===== config.mk =====
export PLATFORM = sky130hd
export DESIGN_NAME = tla_gate_resp_200_flat
export DESIGN_NICKNAME = d
export VERILOG_FILES = /design/src/rtl/tla_pkg.sv /design/src/rtl/tla_gate_resp_200_if.sv /design/src/rtl/tla_edge_det.sv /design/src/rtl/tla_gate_resp_200.sv /design/src/flat_wrapper.sv
export SDC_FILE = /design/constraint.sdc
export NUM_CORES = 1
export LEC_CHECK = 0
export BUFFER_PORTS_ARGS = -buffer_cell sky130_fd_sc_hd__buf_2
export CAP_MARGIN = 5
export CORE_UTILIZATION = 50
export CTS_BUF_LIST = sky130_fd_sc_hd__clkbuf_4
export DETAILED_ROUTE_END_ITERATION = 10
export PLACE_DENSITY = 0.83
export SLEW_MARGIN = 20
export SYNTH_ARGS = -nofsm -noshare
export SYNTH_HDL_FRONTEND = slang
export SYNTH_SLANG_ARGS = --single-unit

===== constraint.sdc =====
create_clock -name Ga_clk200 -period 5.6 [get_ports Ga_clk200]
set_input_delay 1.68 -clock Ga_clk200 [delete_from_list [all_inputs] [get_ports Ga_clk200]]
set_output_delay 1.68 -clock Ga_clk200 [all_outputs]
set_load 0.02 [all_outputs]

===== src/rtl/tla_pkg.sv =====
// Shared types and defaults for the 200 MHz gate responder slice.
package tla_pkg;

    localparam int WDIS_W_DEF = 3;
    localparam int PLUS_W_DEF = 32;

    // Level of cap_mode that selects the capture parameter set
    localparam logic CAP_MODE = 1'b1;

    typedef enum logic {
        IDLE = 1'b0,
        OPEN = 1'b1
    } tla_state_e;

endpackage


===== src/rtl/tla_gate_resp_200_if.sv =====
// Command/parameter/status bundle between the control side and the 200 MHz gate responder.
interface tla_gate_resp_200_if
    import tla_pkg::*;
#(
    parameter int WDIS_W = WDIS_W_DEF,
    parameter int PLUS_W = PLUS_W_DEF
);
    logic              Ga_cap_mode;
    logic [WDIS_W-1:0] Ga_cap_wdis;
    logic [PLUS_W-1:0] Ga_cap_plus;
    logic [WDIS_W-1:0] Ga_com_wdis;
    logic [PLUS_W-1:0] Ga_com_plus;
    logic              Ga_com_open;
    logic              Ga_com_close;
    logic              Ga_gate;
    logic              Ga_gate_sof;
    logic              Ga_gate_eof;
    logic              Ga_abort;
    logic              Ga_busy;
    logic [WDIS_W-1:0] Ga_wdis;
    logic              Ga_err;

    modport master (
        output Ga_cap_mode, Ga_cap_wdis, Ga_cap_plus, Ga_com_wdis, Ga_com_plus,
               Ga_com_open, Ga_com_close,
        input  Ga_gate, Ga_gate_sof, Ga_gate_eof, Ga_abort, Ga_busy, Ga_wdis, Ga_err
    );

    modport slave (
        input  Ga_cap_mode, Ga_cap_wdis, Ga_cap_plus, Ga_com_wdis, Ga_com_plus,
               Ga_com_open, Ga_com_close,
        output Ga_gate, Ga_gate_sof, Ga_gate_eof, Ga_abort, Ga_busy, Ga_wdis, Ga_err
    );

endinterface


===== src/rtl/tla_edge_det.sv =====
// Single-bit rising-edge detector; the history register samples every clock.
module tla_edge_det (
    input  logic Ga_clk200,
    input  logic Ga_rst_n,
    input  logic d,
    output logic rise
);

    logic prev;

    always_ff @(posedge Ga_clk200 or negedge Ga_rst_n) begin
        if (!Ga_rst_n) prev <= 1'b0;
        else           prev <= d;
    end

    assign rise = d & ~prev;

endmodule


===== src/rtl/tla_gate_resp_200.sv =====
// Counted acquisition gate driven by crossed open/close command pulses.
// Optional macro TLA_RETRIG_EN: open while a window runs restarts it with fresh parameters.
//
// state | meaning
// IDLE  | no window; waiting for an open edge
// OPEN  | gate high, counting up to the latched length
module tla_gate_resp_200
    import tla_pkg::*;
#(
    parameter int WDIS_W = WDIS_W_DEF,
    parameter int PLUS_W = PLUS_W_DEF
) (
    input  logic Ga_clk200,
    input  logic Ga_rst_n,
    tla_gate_resp_200_if.slave bus
);

    logic              open_rise, close_rise, retrig, last_cyc;
    tla_state_e        state;
    logic [PLUS_W-1:0] cnt, plus_l, sel_plus;
    logic [WDIS_W-1:0] wdis_l, sel_wdis, wdis_q;
    logic              sof_q, abort_q, err_q;

    tla_edge_det u_open_det (
        .Ga_clk200 (Ga_clk200),
        .Ga_rst_n  (Ga_rst_n),
        .d         (bus.Ga_com_open),
        .rise      (open_rise)
    );

    tla_edge_det u_close_det (
        .Ga_clk200 (Ga_clk200),
        .Ga_rst_n  (Ga_rst_n),
        .d         (bus.Ga_com_close),
        .rise      (close_rise)
    );

    assign sel_plus = (bus.Ga_cap_mode == CAP_MODE) ? bus.Ga_cap_plus : bus.Ga_com_plus;
    assign sel_wdis = (bus.Ga_cap_mode == CAP_MODE) ? bus.Ga_cap_wdis : bus.Ga_com_wdis;

`ifdef TLA_RETRIG_EN
    assign retrig = (state == OPEN) && open_rise && !close_rise;
`else
    assign retrig = 1'b0;
`endif

    assign last_cyc = (state == OPEN) && (cnt == plus_l - PLUS_W'(1));

    always_ff @(posedge Ga_clk200 or negedge Ga_rst_n) begin
        if (!Ga_rst_n) begin
            state   <= IDLE;
            cnt     <= '0;
            plus_l  <= '0;
            wdis_l  <= '0;
            wdis_q  <= '0;
            sof_q   <= 1'b0;
            abort_q <= 1'b0;
            err_q   <= 1'b0;
        end else begin
            sof_q   <= 1'b0;
            abort_q <= 1'b0;
            case (state)
                IDLE: begin
                    if (open_rise && !close_rise) begin
                        if (sel_plus != '0) begin
                            state  <= OPEN;
                            cnt    <= '0;
                            plus_l <= sel_plus;
                            wdis_l <= sel_wdis;
                            sof_q  <= 1'b1;
                        end else begin
                            err_q  <= 1'b1;
                        end
                    end
                end
                OPEN: begin
                    // Close outranks both retrigger and normal completion
                    if (close_rise) begin
                        state   <= IDLE;
                        abort_q <= 1'b1;
                    end else if (retrig) begin
                        if (sel_plus != '0) begin
                            cnt    <= '0;
                            plus_l <= sel_plus;
                            wdis_l <= sel_wdis;
                            sof_q  <= 1'b1;
                        end else begin
                            state   <= IDLE;
                            abort_q <= 1'b1;
                            err_q   <= 1'b1;
                        end
                    end else if (last_cyc) begin
                        state  <= IDLE;
                        wdis_q <= wdis_l;
                    end else begin
                        cnt <= cnt + PLUS_W'(1);
                    end
                end
                default: state <= IDLE;
            endcase
        end
    end

    assign bus.Ga_gate     = (state == OPEN);
    assign bus.Ga_busy     = (state == OPEN);
    assign bus.Ga_gate_sof = sof_q;
    assign bus.Ga_gate_eof = last_cyc && !close_rise && !retrig;
    assign bus.Ga_abort    = abort_q;
    assign bus.Ga_wdis     = wdis_q;
    assign bus.Ga_err      = err_q;

endmodule


===== src/flat_wrapper.sv =====
// flat-port wrapper written by rule: the top's interface ports become plain ports
module tla_gate_resp_200_flat import tla_pkg::*;
#(
    parameter int WDIS_W = WDIS_W_DEF,
    parameter int PLUS_W = PLUS_W_DEF
)
  (Ga_clk200, Ga_rst_n, bus_Ga_cap_mode, bus_Ga_cap_wdis, bus_Ga_cap_plus, bus_Ga_com_wdis, bus_Ga_com_plus, bus_Ga_com_open, bus_Ga_com_close, bus_Ga_gate, bus_Ga_gate_sof, bus_Ga_gate_eof, bus_Ga_abort, bus_Ga_busy, bus_Ga_wdis, bus_Ga_err);
  tla_gate_resp_200_if #(.WDIS_W(WDIS_W), .PLUS_W(PLUS_W)) bus_i ();
  input  logic Ga_clk200;
  input  logic Ga_rst_n;
  input wire logic [$bits(bus_i.Ga_cap_mode)-1:0] bus_Ga_cap_mode;
  input wire logic [$bits(bus_i.Ga_cap_wdis)-1:0] bus_Ga_cap_wdis;
  input wire logic [$bits(bus_i.Ga_cap_plus)-1:0] bus_Ga_cap_plus;
  input wire logic [$bits(bus_i.Ga_com_wdis)-1:0] bus_Ga_com_wdis;
  input wire logic [$bits(bus_i.Ga_com_plus)-1:0] bus_Ga_com_plus;
  input wire logic [$bits(bus_i.Ga_com_open)-1:0] bus_Ga_com_open;
  input wire logic [$bits(bus_i.Ga_com_close)-1:0] bus_Ga_com_close;
  output wire logic [$bits(bus_i.Ga_gate)-1:0] bus_Ga_gate;
  output wire logic [$bits(bus_i.Ga_gate_sof)-1:0] bus_Ga_gate_sof;
  output wire logic [$bits(bus_i.Ga_gate_eof)-1:0] bus_Ga_gate_eof;
  output wire logic [$bits(bus_i.Ga_abort)-1:0] bus_Ga_abort;
  output wire logic [$bits(bus_i.Ga_busy)-1:0] bus_Ga_busy;
  output wire logic [$bits(bus_i.Ga_wdis)-1:0] bus_Ga_wdis;
  output wire logic [$bits(bus_i.Ga_err)-1:0] bus_Ga_err;
  assign bus_i.Ga_cap_mode = bus_Ga_cap_mode;
  assign bus_i.Ga_cap_wdis = bus_Ga_cap_wdis;
  assign bus_i.Ga_cap_plus = bus_Ga_cap_plus;
  assign bus_i.Ga_com_wdis = bus_Ga_com_wdis;
  assign bus_i.Ga_com_plus = bus_Ga_com_plus;
  assign bus_i.Ga_com_open = bus_Ga_com_open;
  assign bus_i.Ga_com_close = bus_Ga_com_close;
  assign bus_Ga_gate = bus_i.Ga_gate;
  assign bus_Ga_gate_sof = bus_i.Ga_gate_sof;
  assign bus_Ga_gate_eof = bus_i.Ga_gate_eof;
  assign bus_Ga_abort = bus_i.Ga_abort;
  assign bus_Ga_busy = bus_i.Ga_busy;
  assign bus_Ga_wdis = bus_i.Ga_wdis;
  assign bus_Ga_err = bus_i.Ga_err;
  tla_gate_resp_200 #(.WDIS_W(WDIS_W), .PLUS_W(PLUS_W)) u_core (.Ga_clk200(Ga_clk200), .Ga_rst_n(Ga_rst_n), .bus(bus_i));
endmodule

Word-level counts from Yosys, hierarchy flattened
Index checks and enable logic that the tools add are counted.

Add/subtract/negate cells: 2. Bitwise logic cells: 6. Equal/unequal tests: 6. Reduce and logical (&&, ||, !) cells: 9. Multiplexer cells: 24.

Operators by type and width (count): 2-to-1 mux 32 bit (8); case mux 32 bit (2 select lines) (1); adder 32 x 1 -> 32 bit (second input constant) (1); == test 32 bit (1); nonzero test 32 bit (1); subtractor 32 x 1 -> 32 bit (second input constant) (1); 2-to-1 mux 3 bit (4); 2-to-1 mux 1 bit (9); AND reduction 3 bit (3); != test 2 bit (second input constant) (3); != test 2 x 1 -> 1 bit (second input constant) (2); inverter 1 bit (4); case mux 1 bit (2 select lines) (2); AND reduction 4 bit (1); logical AND 1 bit (3); bitwise AND 1 bit (2); zero test 1 bit (1).

Bits of input ports: 75. Flip-flop bits (word level): 76. Word-level logic and storage cells: 57.

Logic depth before layout (Yosys ltp)
Gate-level depths: netlist of the first run.

Depth after elaboration: 6. Mapped depth: 14. Gate-level depth less buffers: 11.

Hierarchy
A second synthesis of the first run with hierarchy kept.

Cell total of the unflattened synthesis: 595. Area total of the unflattened synthesis: 5187.5 µm².

By module, submodules not included: tla_gate_resp_200 (sequential area each 1851.8 µm², cells an instance 591, times used 1, area an instance 5109.9 µm²); tla_edge_det (sequential area each 25.0 µm², cells an instance 2, times used 2, area an instance 38.8 µm²).

Worst setup path before layout of the first run
Ideal clock, no wire load.

Path type: flip-flop to output port. Start: register u_core.plus_l[0]. End: output bus_Ga_gate_eof. Arrival: 3.109 ns. Cell stages (with the launch flop): 12. Setup slack: 0.811 ns. Cells stage by stage: dfrtp_1 > inv_1 > ha_1 > or4b_4 > nor3b_1 > xnor2_1 > or4_1 > nor2_1 > and4_1 > o211ai_1 > or4b_1 > nor2_1.

Longest elaborated chain between the ends: 4.

Ends and longest elaborated chain: start: declaration (line tla_gate_resp_200.sv:20) `logic [PLUS_W-1:0] cnt, plus_l, sel_plus;`; start signal: assignment (line tla_gate_resp_200.sv:68) `plus_l <= sel_plus;`; start signal: assignment (line tla_gate_resp_200.sv:84) `plus_l <= sel_plus;`; subtractor 32 x 1 -> 32 bit (line tla_gate_resp_200.sv:47) `assign last_cyc = (state == OPEN) && (cnt == plus_l - PLUS_W'(1));`; == test 32 bit (line tla_gate_resp_200.sv:47); logical AND 1 bit (line tla_gate_resp_200.sv:47); logical AND 1 bit (line tla_gate_resp_200.sv:107) `assign bus.Ga_gate_eof = last_cyc && !close_rise && !retrig;`; end: declaration (line flat_wrapper.sv:20) `output wire logic [$bits(bus_i.Ga_gate_eof)-1:0] bus_Ga_gate_eof;`.

No other way between the ends.

Final worst setup path of the first run
Ends and elaborated chain as after synthesis.

==> results of run 1 <==
==> flip-flops by register name, indices dropped and copies added, names as in the netlist <==
| name | cells |
|---|---|
| u_core.cnt | 32 |
| u_core.bus.Ga_wdis | 3 |
| u_core.wdis_l | 3 |
| u_core.u_open_det.prev | 1 |
| u_core.u_close_det.prev | 1 |
| u_core.plus_l | 32 |
| u_core.bus.Ga_busy | 1 |
| u_core.bus.Ga_abort | 1 |
| u_core.bus.Ga_err | 1 |
| u_core.bus.Ga_gate_sof | 1 |
==> per-stage QoR <==
step	worst slack, ps	hold WS, ps	utilization	total power (W)
floorplan	811	444	-	0.00113
global placement	616	439	0.566	0.00126
finish	235	481	0.589	0.00171
detailed placement	603	447	0.566	0.00128
global route	19.2	501	0.589	0.00181
CTS	103	480	0.584	0.00170
==> cell type report <==
cell class	instances	area (sq um)	area share
inverters	16	60.1	0.0104
clock buffers	10	75.1	0.0130
clock inverters	6	103	0.0177
well taps	133	166	0.0288
flip-flops and latches	76	1900	0.329
repair buffers	88	475	0.0822
multi-input cells	458	3000	0.519
==> worst max-delay path, delay by kind of cell (launching register included) <==
| family | cells | cell delay, ps |
|---|---|---|
| XOR/XNOR | 1 | 170 |
| AND/OR/NAND/NOR | 5 | 1800 |
| flip-flops | 1 | 440 |
| AO/OA/AOI/OAI | 2 | 370 |
| adder cells (fa/ha/maj) | 1 | 220 |
| buffers and inverters | 2 | 250 |
==> metal layers <==
metal / track usage / wire length, microns
met5: 0 / 0
met4: 0.114 / 292
met3: 0.0488 / 806
met2: 0.439 / 6390
met1: 0.367 / 6020
==> kinds of logic (layout without fill, tap and decap cells) <==
| group | count (synthesis) | in the layout | share of synthesized area |
|---|---|---|---|
| XOR/XNOR | 37 | 37 | 0.0634 |
| multiplexers | 50 | 50 | 0.0989 |
| AO/OA/AOI/OAI | 114 | 114 | 0.134 |
| flip-flops | 76 | 76 | 0.372 |
| AND/OR/NAND/NOR | 255 | 255 | 0.283 |
| adder cells (fa/ha/maj) | 2 | 2 | 0.00490 |
| buffers and inverters | 48 | 120 | 0.0431 |
==> path summary, 6_finish.rpt <==
check | start | cells after the start | slack (ps) | end
setup / recovery | u_core.plus_l[0]$_DFFE_PN0P_ | 11 | 230 | bus_Ga_gate_eof
hold / removal | u_core.bus.Ga_err$_DFFE_PN0P_ | 1 | 480 | u_core.bus.Ga_err$_DFFE_PN0P_
setup reg to reg | u_core.plus_l[0]$_DFFE_PN0P_ | 11 | 1720 | u_core.bus.Ga_wdis[1]$_DFFE_PN0P_
hold reg to reg | u_core.bus.Ga_err$_DFFE_PN0P_ | 1 | 480 | u_core.bus.Ga_err$_DFFE_PN0P_
max in group asynchronous | Ga_rst_n | 2 | 3900 | u_core.plus_l[23]$_DFFE_PN0P_
min in group asynchronous | Ga_rst_n | 1 | 1120 | u_core.plus_l[7]$_DFFE_PN0P_
==> cells in the final DEF (no fill, tap or decap), drive strengths merged, types with 5 or more instances in the layout <==
cell type  netlist  final
a31oi            5      5
clkbuf          21     10
o31ai            6      6
nor2            27     27
a21oi           25     25
o21a             7      7
and4             8      8
dfrtp           76     76
inv             16     16
nand2           66     66
nand3           23     23
or3              9      9
xnor2           21     21
xor2            16     16
nor4            27     27
and3            19     19
nand2b           7      7
nor3            16     16
nand4           17     17
nor4b            5      5
or4             11     11
mux2i           46     46
o21ai           53     53
buf             11     88
==> power by group through the flow <==
stage	clock [W]	combinational [W]	sequential (W)
floorplan	0	0.000408	0.000723
global placement	0	0.000496	0.000765
detailed placement	0	0.000510	0.000774
CTS	0.000425	0.000512	0.000763
global route	0.000447	0.000584	0.000782
finish	0.000421	0.000522	0.000766
==> repair_timing <==
item | in CTS | in global routing
setup endpoints to repair | 0 | 1
buffers inserted | 0 | 1
endpoints found under the hold margin | 0 | 0
resized for setup | 0 | 3
==> flow_metrics.env, run 1 <==
export IMPL_grt_start_max_net_pins=77
export IMPL_share_of_cells_above_drive_strength_1=0.188
export IMPL_number_of_warnings_printed_during_yosys_synthesis=0
export IMPL_iteration_0_drc_count_of_the_detailed_router=227
export IMPL_synth_seq_area_share=0.372
export IMPL_drv_slew=0
export IMPL_synth_top_area_cell="sky130_fd_sc_hd__dfrtp_1"
export IMPL_power_share_sequential=0.448
export IMPL_htree_levels=3
export IMPL_register_bit_total_from_synthesis=76
export IMPL_critPathMaxStageDelay_ps=570
export IMPL_n_fill_cell=891
export IMPL_dp_cells=769
export IMPL_worstHoldPathType="reg2reg"
export IMPL_postSynthCellCount=582
export IMPL_critPathCaptureType="primary output"
export IMPL_async_reset_ff_frac=1.00
export IMPL_num_io_pins=84
export IMPL_num_nets_final=726
export IMPL_numPortBuffers=83
export IMPL_final_period_minus_worst_setup_slack_ps=5370
export IMPL_peakVddDrop_uv=158
export IMPL_timing_fmax_mhz=186
export IMPL_synth_cell_types=58
export IMPL_unrepaired_setup_endpoints_after_global_routing="false"
export IMPL_drt_wl_total_microns=13500
export IMPL_die_h_microns=103
export IMPL_clock_tree_buffer_depth=2
export IMPL_clk_network_pwr_share=0.246
export IMPL_critical_path_slowest_cell="sky130_fd_sc_hd__or4_1"
export IMPL_comb_power_share=0.305
export IMPL_area_growth_synth_to_final_pct=13.1
export IMPL_number_of_global_route_vias_before_repair=4476
export IMPL_die_area_sq_um=10600
export IMPL_worst_slew_pin_slew_ps=993
export IMPL_remaining_drc_errors=0
export IMPL_number_of_cts_inserted_buffers=9
export IMPL_switchingPower_w=0.000630
export IMPL_period_share=0.958
export IMPL_post_cts_hold_buffer_count=0
export IMPL_critical_path_cell_list="inv_1 > ha_2 > nor4b_2 > nand4_1 > or4_1 > xnor2_1 > a211oi_1 > o211ai_1 > or4b_1 > nor2_2 > buf_2"
export IMPL_ctsRootBufferMaster="sky130_fd_sc_hd__clkbuf_4"
export IMPL_total_leakage_power_nw=2.63
export IMPL_grtUsageTotal=0.274
export IMPL_place_congestion=0.940
export IMPL_coreArea_sq_um=9820
export IMPL_maxCapViolations=0
export IMPL_maxSlewHeadroom=0.338
export IMPL_ys_flop_type="sky130_fd_sc_hd__dfrtp_1"
export IMPL_synth_most_common_cell="sky130_fd_sc_hd__dfrtp_1"
export IMPL_finalSetupTns_ps=0
export IMPL_timing_critical_path_arrival_ps=3690
export IMPL_drtPass1Iterations=5
export IMPL_power_density_nw_per_um2=295
export IMPL_final_standard_cell_count_with_taps_included_and_fillers_excluded=787
export IMPL_clk_transition_reported_paths_ps=120
export IMPL_synth_common_cells="76 x sky130_fd_sc_hd__dfrtp_1, 66 x sky130_fd_sc_hd__nand2_1, 46 x sky130_fd_sc_hd__mux2i_1, 46 x sky130_fd_sc_hd__o21ai_0, 27 x sky130_fd_sc_hd__nor2_1"
export IMPL_mappedNetlistNets=659
export IMPL_route_detailed_vias_per_inst=6.08
export IMPL_detailroute_via_count=4785
export IMPL_wire_per_inst_microns=17.2
export IMPL_synth_top_area_share=0.372
export IMPL_critical_path_startpoint_type="register"
export IMPL_placementRows=36
export IMPL_tritoncts_clock_tree="done"
export IMPL_count_of_clock_tree_sinks=76
export IMPL_die_boundary_width_microns=103
export IMPL_final_antenna_net_count=0
export IMPL_grt_overflow_total=0
export IMPL_synthTopCellsByArea="sky130_fd_sc_hd__dfrtp_1 37%, sky130_fd_sc_hd__mux2i_1 9.0%, sky130_fd_sc_hd__nand2_1 4.8%, sky130_fd_sc_hd__o21ai_0 4.5%, sky130_fd_sc_hd__xnor2_1 3.6%"
export IMPL_place_detailed_hpwl_microns=10200
export IMPL_power_report_internal_total_w=0.00108
export IMPL_final_design_area_no_fill_sq_um=5780
export IMPL_synth_enable_flop_cells=0
export IMPL_worst_path_max_fanout=6
export IMPL_final_setup_skew_ps=7.90
export IMPL_initial_utilization=0.521
export IMPL_insertedDiodeCount=0
export IMPL_sw_frac_of_total=0.369
export IMPL_path_class="reg2out"
export IMPL_global_route_wire_length_before_repair_microns=22000
export IMPL_final_setup_viol_count=0
export IMPL_place_area_sq_um=5560
export IMPL_hold_viol_final=0
export IMPL_mapped_area_sq_um=5110
export IMPL_synth_avg_cell_area_sq_um=8.78
export IMPL_status="complete, no violations"
export IMPL_clk_latency_ps=420
export IMPL_antenna_found_initial=0
export IMPL_critical_path_required_ps=3920
Note: power is estimated with default switching activity, not from simulation.
==> inputs of run 2 (changes only) <==
--- a/config.mk
+++ b/config.mk
@@ -5,12 +5,13 @@
 export SDC_FILE = /design/constraint.sdc
 export NUM_CORES = 1
 export LEC_CHECK = 0
+export ABC_AREA = 1
 export BUFFER_PORTS_ARGS = -buffer_cell sky130_fd_sc_hd__buf_2
 export CAP_MARGIN = 5
-export CORE_UTILIZATION = 50
+export CORE_UTILIZATION = 30
 export CTS_BUF_LIST = sky130_fd_sc_hd__clkbuf_4
 export DETAILED_ROUTE_END_ITERATION = 10
-export PLACE_DENSITY = 0.83
+export PLACE_DENSITY = 0.58
 export SLEW_MARGIN = 20
 export SYNTH_ARGS = -nofsm -noshare
 export SYNTH_HDL_FRONTEND = slang
==> run 2 against run 1 <==
Effect of this change:
- register-to-register slack better by 820 ps
- wire length is 28% higher
- clock power is 7.4% lower
- sequential power is 2% lower
- synthesized cell count is 52% higher
- fmax is 12% higher
- design area is 14% higher
- non-clock buffer count is 1 lower
- largest power group unchanged
- critical path type unchanged
- clock skew is 3.2 ps higher
- worst hold slack better by 20 ps
- total power is 5.8% higher
==> flow_metrics.env, run 2 <==
export IMPL_final_antenna_net_count=0
export IMPL_final_setup_viol_count=0
export IMPL_global_route_wire_length_before_repair_microns=28000
export IMPL_critPathCaptureType="primary output"
export IMPL_route_detailed_vias_per_inst=4.72
export IMPL_synth_cell_types=34
export IMPL_layout_top_registers="u_core.cnt: 32 flops, u_core.plus_l: 32 flops"
export IMPL_postSynthCellCount=883
export IMPL_area_growth_synth_to_final_pct=12.0
export IMPL_synth_mux_area_fraction=0.0425
export IMPL_post_synth_fa_ha_maj_area_fraction=0.00425
export IMPL_synthTopCellsByArea="sky130_fd_sc_hd__dfrtp_1 32%, sky130_fd_sc_hd__nand2_1 18%, sky130_fd_sc_hd__nor2_1 8.9%, sky130_fd_sc_hd__nand3_1 5.0%, sky130_fd_sc_hd__inv_1 4.5%"
export IMPL_synth_avg_cell_area_sq_um=6.67
export IMPL_place_detailed_hpwl_microns=13400
export IMPL_place_congestion=0.953
export IMPL_synth_xor_xnor_area_share=0.0862
export IMPL_detailroute_via_count=5741
export IMPL_initial_utilization=0.311
export IMPL_finalSetupTns_ps=0
export IMPL_die_area_sq_um=20200
export IMPL_total_leakage_power_nw=3.17
export IMPL_iteration_0_drc_count_of_the_detailed_router=421
export IMPL_count_of_clock_tree_sinks=76
export IMPL_die_boundary_width_microns=142
export IMPL_crit_top_cell="sky130_fd_sc_hd__nand2_1"
export IMPL_n_fill_cell=2093
export IMPL_mapped_area_sq_um=5890
export IMPL_number_of_global_route_vias_before_repair=5402
export IMPL_critical_path_slowest_cell="sky130_fd_sc_hd__dfrtp_1"
export IMPL_critical_path_startpoint_type="register"
export IMPL_remaining_drc_errors=0
export IMPL_numPortBuffers=83
export IMPL_maxSlewHeadroom=0.425
export IMPL_number_of_cts_inserted_buffers=9
export IMPL_power_density_nw_per_um2=274
export IMPL_synth_top_area_share=0.323
export IMPL_crit_family="simple AND/OR/NAND/NOR gates"
export IMPL_synth_compound_gate_area_share=0.0575
export IMPL_register_bit_total_from_synthesis=76
export IMPL_largest_family_of_logic_cells_by_synthesized_area="simple AND/OR/NAND/NOR gates"
export IMPL_worst_slew_pin_slew_ps=862
export IMPL_maxCapViolations=0
export IMPL_setup_slack_reg_to_reg_ps=2540
export IMPL_htree_levels=3
export IMPL_synth_top_area_cell="sky130_fd_sc_hd__dfrtp_1"
export IMPL_critPathMaxStageDelay_ps=440
export IMPL_synth_enable_flop_cells=0
export IMPL_final_period_minus_worst_setup_slack_ps=4770
export IMPL_layout_commonest_cell="sky130_fd_sc_hd__nand2_1"
export IMPL_post_cts_hold_buffer_count=0
export IMPL_share_of_cells_above_drive_strength_1=0.133
export IMPL_clk_transition_reported_paths_ps=130
export IMPL_placementRows=50
export IMPL_critical_path_required_ps=3920
export IMPL_worstHoldPathType="reg2reg"
export IMPL_critical_path_cell_list="inv_1 > ha_1 > nand2_2 > nor2_4 > nand2_1 > nand2_1 > nand3_1 > nor2_1 > nand2_1 > nor2_1 > nand2_1 > nor2_1 > nand3_1 > inv_1 > buf_2"
export IMPL_synth_common_cells="278 x sky130_fd_sc_hd__nand2_1, 139 x sky130_fd_sc_hd__nor2_1, 76 x sky130_fd_sc_hd__dfrtp_1"
export IMPL_ctsRootBufferMaster="sky130_fd_sc_hd__clkbuf_4"
export IMPL_peakVddDrop_uv=107
export IMPL_drtPass1Iterations=5
export IMPL_grt_overflow_total=0
export IMPL_drv_slew=0
export IMPL_grt_start_max_net_pins=77
export IMPL_status="complete, no violations"
export IMPL_worst_path_max_fanout=10
export IMPL_die_h_microns=142
export IMPL_cts_setup_buffers=0
export IMPL_layout_common_cells="278 x sky130_fd_sc_hd__nand2_1, 139 x sky130_fd_sc_hd__nor2_1, 82 x sky130_fd_sc_hd__buf_2"
export IMPL_unrepaired_setup_endpoints_after_global_routing="false"
export IMPL_num_io_pins=84
export IMPL_number_of_warnings_printed_during_yosys_synthesis=0
export IMPL_final_setup_skew_ps=11.1
export IMPL_path_class="reg2out"
export IMPL_period_share=0.852
export IMPL_tritoncts_clock_tree="done"
export IMPL_synth_seq_area_share=0.323
export IMPL_timing_fmax_mhz=210
export IMPL_grtUsageTotal=0.179
export IMPL_timing_critical_path_arrival_ps=3090
export IMPL_async_reset_ff_frac=1.00
export IMPL_antenna_found_initial=1
export IMPL_coreArea_sq_um=19000
export IMPL_clock_tree_buffer_depth=2
export IMPL_drt_wl_total_microns=17200
export IMPL_clk_latency_ps=460
export IMPL_wire_per_inst_microns=14.2
export IMPL_hold_viol_final=0
export IMPL_num_nets_final=1028
export IMPL_finalPower_w=0.00181
export IMPL_worstPathBufferInverterCount=3
export IMPL_ys_flop_type="sky130_fd_sc_hd__dfrtp_1"
export IMPL_synthSimpleGateAreaFrac=0.402
export IMPL_mappedNetlistNets=960
export IMPL_synth_most_common_cell="sky130_fd_sc_hd__nand2_1"
export IMPL_cts_repair_resize_count=0
[run 2: cell count changes after synthesis, moves of 14 or more]
cell	delta
sky130_fd_sc_hd__nand2_1	+212
sky130_fd_sc_hd__nor2_1	+112
sky130_fd_sc_hd__inv_1	+54
sky130_fd_sc_hd__nand3_1	+36
sky130_fd_sc_hd__mux2i_1	-21
sky130_fd_sc_hd__a21oi_1	-20
sky130_fd_sc_hd__nor4_1	-20
sky130_fd_sc_hd__o21ai_1	+19
sky130_fd_sc_hd__and3_1	-18
sky130_fd_sc_hd__xor2_1	+14
[run 2: final timing paths]
path	start	to	cells after the start
min reg2reg	u_core.bus.Ga_wdis[1]$_DFFE_PN0P_	u_core.bus.Ga_wdis[1]$_DFFE_PN0P_	2
max reg2reg	u_core.plus_l[0]$_DFFE_PN0P_	u_core.cnt[0]$_DFFE_PN0P_	17
min in group asynchronous	Ga_rst_n	u_core.cnt[29]$_DFFE_PN0P_	1
max in group asynchronous	Ga_rst_n	u_core.bus.Ga_wdis[0]$_DFFE_PN0P_	1
min	u_core.bus.Ga_wdis[1]$_DFFE_PN0P_	u_core.bus.Ga_wdis[1]$_DFFE_PN0P_	2
max	u_core.plus_l[0]$_DFFE_PN0P_	bus_Ga_gate_eof	15
[run 2: cells by family (layout without fill, tap and decap cells)]
family          after synthesis  in the layout
simple gates                554            554
buf+inv                     102            175
flops                        76             76
compound gates               66             66
xor+xnor                     58             58
mux                          25             25
fa+ha+maj                     2              2
other cells                   0              1
[run 2: metal layers]
metal,global-route usage,vias to the layer above,share of wire
met5,0,-,0
met2,0.298,106,0.46
met1,0.235,2656,0.48
li1,-,2955,-
met4,0.0577,0,0.018
met3,0.0310,24,0.039
[run 2: tightest hold or removal path: cells and delay by family, from the launching register on]
family / cells / cell delay [ps]
flip-flops: 1 / 370
AO/OA/AOI/OAI: 1 / 60
AND/OR/NAND/NOR: 1 / 50
[run 2: final cells by class]
| cell class | instances | area (sq um) | area share |
|---|---|---|---|
| Sequential cell | 76 | 1900 | 0.288 |
| Multi-Input combinational cell | 705 | 3500 | 0.530 |
| Timing Repair Buffer | 87 | 452 | 0.0684 |
| Clock inverter | 6 | 78.8 | 0.0119 |
| Tap cell | 260 | 325 | 0.0493 |
| Inverter | 72 | 270 | 0.0409 |
| Antenna cell | 1 | 2.50 | 0.000379 |
| Clock buffer | 10 | 75.1 | 0.0114 |
[run 2: power breakdown]
| part | internal, W | switching (W) |
|---|---|---|
| sequential | 0.000629 | 0.000121 |
| clock | 0.000182 | 0.000208 |
| combinational | 0.000237 | 0.000432 |
| total | 0.00105 | 0.000761 |
[run 2: through the flow]
step	worst slack, ps	utilization	instance area, sq um	instances	hold slack (ps)
CTS	821	0.348	6600	1216	507
floorplan	1760	-	5890	883	459
global placement	1030	0.340	6440	1200	465
detailed placement	955	0.340	6440	1200	477
global route	391	0.348	6600	1217	525
finish	831	0.348	6600	1217	501
==> inputs of run 3 (changes only) <==
--- a/config.mk
+++ b/config.mk
@@ -5,13 +5,13 @@
 export SDC_FILE = /design/constraint.sdc
 export NUM_CORES = 1
 export LEC_CHECK = 0
-export ABC_AREA = 1
+export ABC_AREA = 0
 export BUFFER_PORTS_ARGS = -buffer_cell sky130_fd_sc_hd__buf_2
 export CAP_MARGIN = 5
 export CORE_UTILIZATION = 30
 export CTS_BUF_LIST = sky130_fd_sc_hd__clkbuf_4
 export DETAILED_ROUTE_END_ITERATION = 10
-export PLACE_DENSITY = 0.58
+export PLACE_DENSITY = 0.59
 export SLEW_MARGIN = 20
 export SYNTH_ARGS = -nofsm -noshare
 export SYNTH_HDL_FRONTEND = slang
==> constraint.sdc (replaced) <==
create_clock -name Ga_clk200 -period 5.7 [get_ports Ga_clk200]
set_input_delay 1.71 -clock Ga_clk200 [delete_from_list [all_inputs] [get_ports Ga_clk200]]
set_output_delay 1.71 -clock Ga_clk200 [all_outputs]
set_load 0.02 [all_outputs]
==> run 3 against run 2 <==
Effect of this change:
- non-clock buffer count up 3
- sequential share of layout area up 3.6 points
- die area down 13%
- sequential power about the same
- critical path depth down 3
- flip-flop and latch count unchanged
- clock skew up 5.5 ps
- largest cell class unchanged
==> flow_metrics.env, run 3 (same netlist as run 1, synthesis figures left out) <==
export IMPL_status="complete, no violations"
export IMPL_maxSlewHeadroom=0.271
export IMPL_detailroute_via_count=4548
export IMPL_worstHoldPathType="reg2reg"
export IMPL_layout_commonest_cell="sky130_fd_sc_hd__buf_2"
export IMPL_route_detailed_vias_per_inst=5.19
export IMPL_share_of_cells_above_drive_strength_1=0.192
export IMPL_hold_viol_final=0
export IMPL_worst_path_max_fanout=6
export IMPL_reg2reg_depth=9
export IMPL_htree_levels=3
export IMPL_final_standard_cell_count_with_taps_included_and_fillers_excluded=877
export IMPL_drv_slew=0
export IMPL_critical_path_startpoint_type="register"
export IMPL_area_growth_synth_to_final_pct=14.7
export IMPL_dp_cells=857
export IMPL_global_route_wire_length_before_repair_microns=21900
export IMPL_clk_network_pwr_share=0.211
export IMPL_clock_tree_buffer_depth=2
export IMPL_period_share=0.961
export IMPL_final_setup_skew_ps=16.5
export IMPL_setup_slack_reg_to_reg_ps=1820
export IMPL_drt_wl_total_microns=13000
export IMPL_count_of_clock_tree_sinks=76
export IMPL_drtPass1Iterations=5
export IMPL_coreArea_sq_um=16600
export IMPL_placementRows=47
export IMPL_timing_rr_end="u_core.cnt[30]$_DFFE_PN0P_"
export IMPL_grt_overflow_total=0
export IMPL_path_class="reg2out"
export IMPL_critical_path_required_ps=3990
export IMPL_final_setup_viol_count=0
export IMPL_power_report_internal_total_w=0.000979
export IMPL_remaining_drc_errors=0
export IMPL_clk_latency_ps=480
export IMPL_die_h_microns=133
export IMPL_worst_slew_pin_slew_ps=1090
export IMPL_place_detailed_hpwl_microns=9860
export IMPL_n_fill_cell=1753
export IMPL_switchingPower_w=0.000622
export IMPL_final_period_minus_worst_setup_slack_ps=5480
export IMPL_place_congestion=0.847
export IMPL_finalPower_w=0.00160
export IMPL_hold_path_startpoint="u_core.bus.Ga_err$_DFFE_PN0P_"
export IMPL_layout_top_registers="u_core.cnt: 32 flops, u_core.plus_l: 32 flops"
export IMPL_number_of_cts_inserted_buffers=9
export IMPL_critPathCaptureType="primary output"
export IMPL_peakVddDrop_uv=162
export IMPL_maxCapViolations=0
export IMPL_numPortBuffers=83
export IMPL_total_leakage_power_nw=2.61
export IMPL_final_antenna_net_count=0
export IMPL_initial_utilization=0.308
export IMPL_grt_start_max_net_pins=77
export IMPL_tritoncts_clock_tree="done"
export IMPL_power_share_sequential=0.470
export IMPL_timing_critical_path_arrival_ps=3770
export IMPL_sw_frac_of_total=0.388
export IMPL_number_of_global_route_vias_before_repair=4171
export IMPL_antenna_found_initial=0
export IMPL_die_area_sq_um=17600
export IMPL_finalSetupTns_ps=0
export IMPL_timing_fmax_mhz=183
export IMPL_min_delay_worst_endpoint="u_core.bus.Ga_err$_DFFE_PN0P_"
export IMPL_die_boundary_width_microns=133
export IMPL_comb_power_share=0.319
export IMPL_grtUsageTotal=0.156
export IMPL_num_nets_final=728
export IMPL_wire_per_inst_microns=14.8
export IMPL_clk_transition_reported_paths_ps=130
export IMPL_ctsRootBufferMaster="sky130_fd_sc_hd__clkbuf_4"
export IMPL_worstReg2RegStart="u_core.plus_l[9]$_DFFE_PN0P_"
export IMPL_iteration_0_drc_count_of_the_detailed_router=224
export IMPL_cell_depth_of_the_worst_hold_path=1
export IMPL_unrepaired_setup_endpoints_after_global_routing="false"
export IMPL_power_density_nw_per_um2=273
export IMPL_num_io_pins=84
export IMPL_layout_common_cells="81 x sky130_fd_sc_hd__buf_2, 76 x sky130_fd_sc_hd__dfrtp_1, 65 x sky130_fd_sc_hd__nand2_1"
## run 3: power groups by stage
stage,registers (W),clock network [W],logic [W]
after floorplan,0.000710,0,0.000400
after global placement,0.000756,0,0.000500
final,0.000752,0.000338,0.000511
after CTS,0.000749,0.000352,0.000498
after global routing,0.000770,0.000377,0.000582
after detailed placement,0.000760,0,0.000497
## run 3: stage by stage
| stage | area (sq um) | setup slack [ps] | hold slack (ps) | utilization |
|---|---|---|---|---|
| floorplan | 5110 | 881 | 444 | - |
| global placement | 5680 | 594 | 457 | 0.342 |
| detailed placement | 5680 | 571 | 445 | 0.342 |
| CTS | 5820 | 22.9 | 476 | 0.351 |
| global route | 5860 | 17.3 | 508 | 0.353 |
| finish | 5860 | 221 | 475 | 0.354 |
## run 3: worst max-delay path: stages, from the launching register on
cell and delay [ps]:
sky130_fd_sc_hd__dfrtp_1 440, sky130_fd_sc_hd__inv_1 70, sky130_fd_sc_hd__ha_2 220, sky130_fd_sc_hd__or4b_4 510
sky130_fd_sc_hd__nor3b_2 210, sky130_fd_sc_hd__xnor2_1 90, sky130_fd_sc_hd__or4_1 520, sky130_fd_sc_hd__nor2_1 120
sky130_fd_sc_hd__and4_1 180, sky130_fd_sc_hd__o211ai_1 70, sky130_fd_sc_hd__or4b_1 540, sky130_fd_sc_hd__nor2_2 150
sky130_fd_sc_hd__buf_4 170
## run 3: routing by layer
layer / vias up / wire length, microns / track usage
li1: 2296 / - / -
met1: 2111 / 6670 / 0.228
met2: 127 / 5540 / 0.233
met3: 14 / 553 / 0.0299
met4: 0 / 184 / 0.0441
met5: - / 0 / 0
## run 3: how the worst max path moves through the flow
stage	start	end	slack, ps	depth (start not counted)
global placement	u_core.plus_l[0]$_DFFE_PN0P_	bus_Ga_gate_eof	590	12
finish	u_core.plus_l[0]$_DFFE_PN0P_	bus_Ga_gate_eof	220	12
global route	u_core.plus_l[9]$_DFFE_PN0P_	bus_Ga_gate_eof	20	10
floorplan	u_core.plus_l[0]$_DFFE_PN0P_	bus_Ga_gate_eof	880	11
detailed placement	u_core.plus_l[0]$_DFFE_PN0P_	bus_Ga_gate_eof	570	12
CTS	u_core.plus_l[0]$_DFFE_PN0P_	bus_Ga_gate_eof	20	12
## run 3: repair_timing
| action | CTS | global route |
|---|---|---|
| hold buffers | 0 | 0 |
| buffers inserted | 0 | 3 |
| setup endpoints to repair | 0 | 1 |
| resized for setup | 0 | 5 |
## run 3: layout make-up
class / instances / area (sq um) / area share
repair buffers: 90 / 473 / 0.0807
flip-flops and latches: 76 / 1900 / 0.324
clock buffers: 10 / 75.1 / 0.0128
well taps: 220 / 275 / 0.0469
clock inverters: 6 / 65.1 / 0.0111
diodes: 1 / 2.50 / 0.000427
inverters: 16 / 60.1 / 0.0102
multi-input cells: 458 / 3010 / 0.513
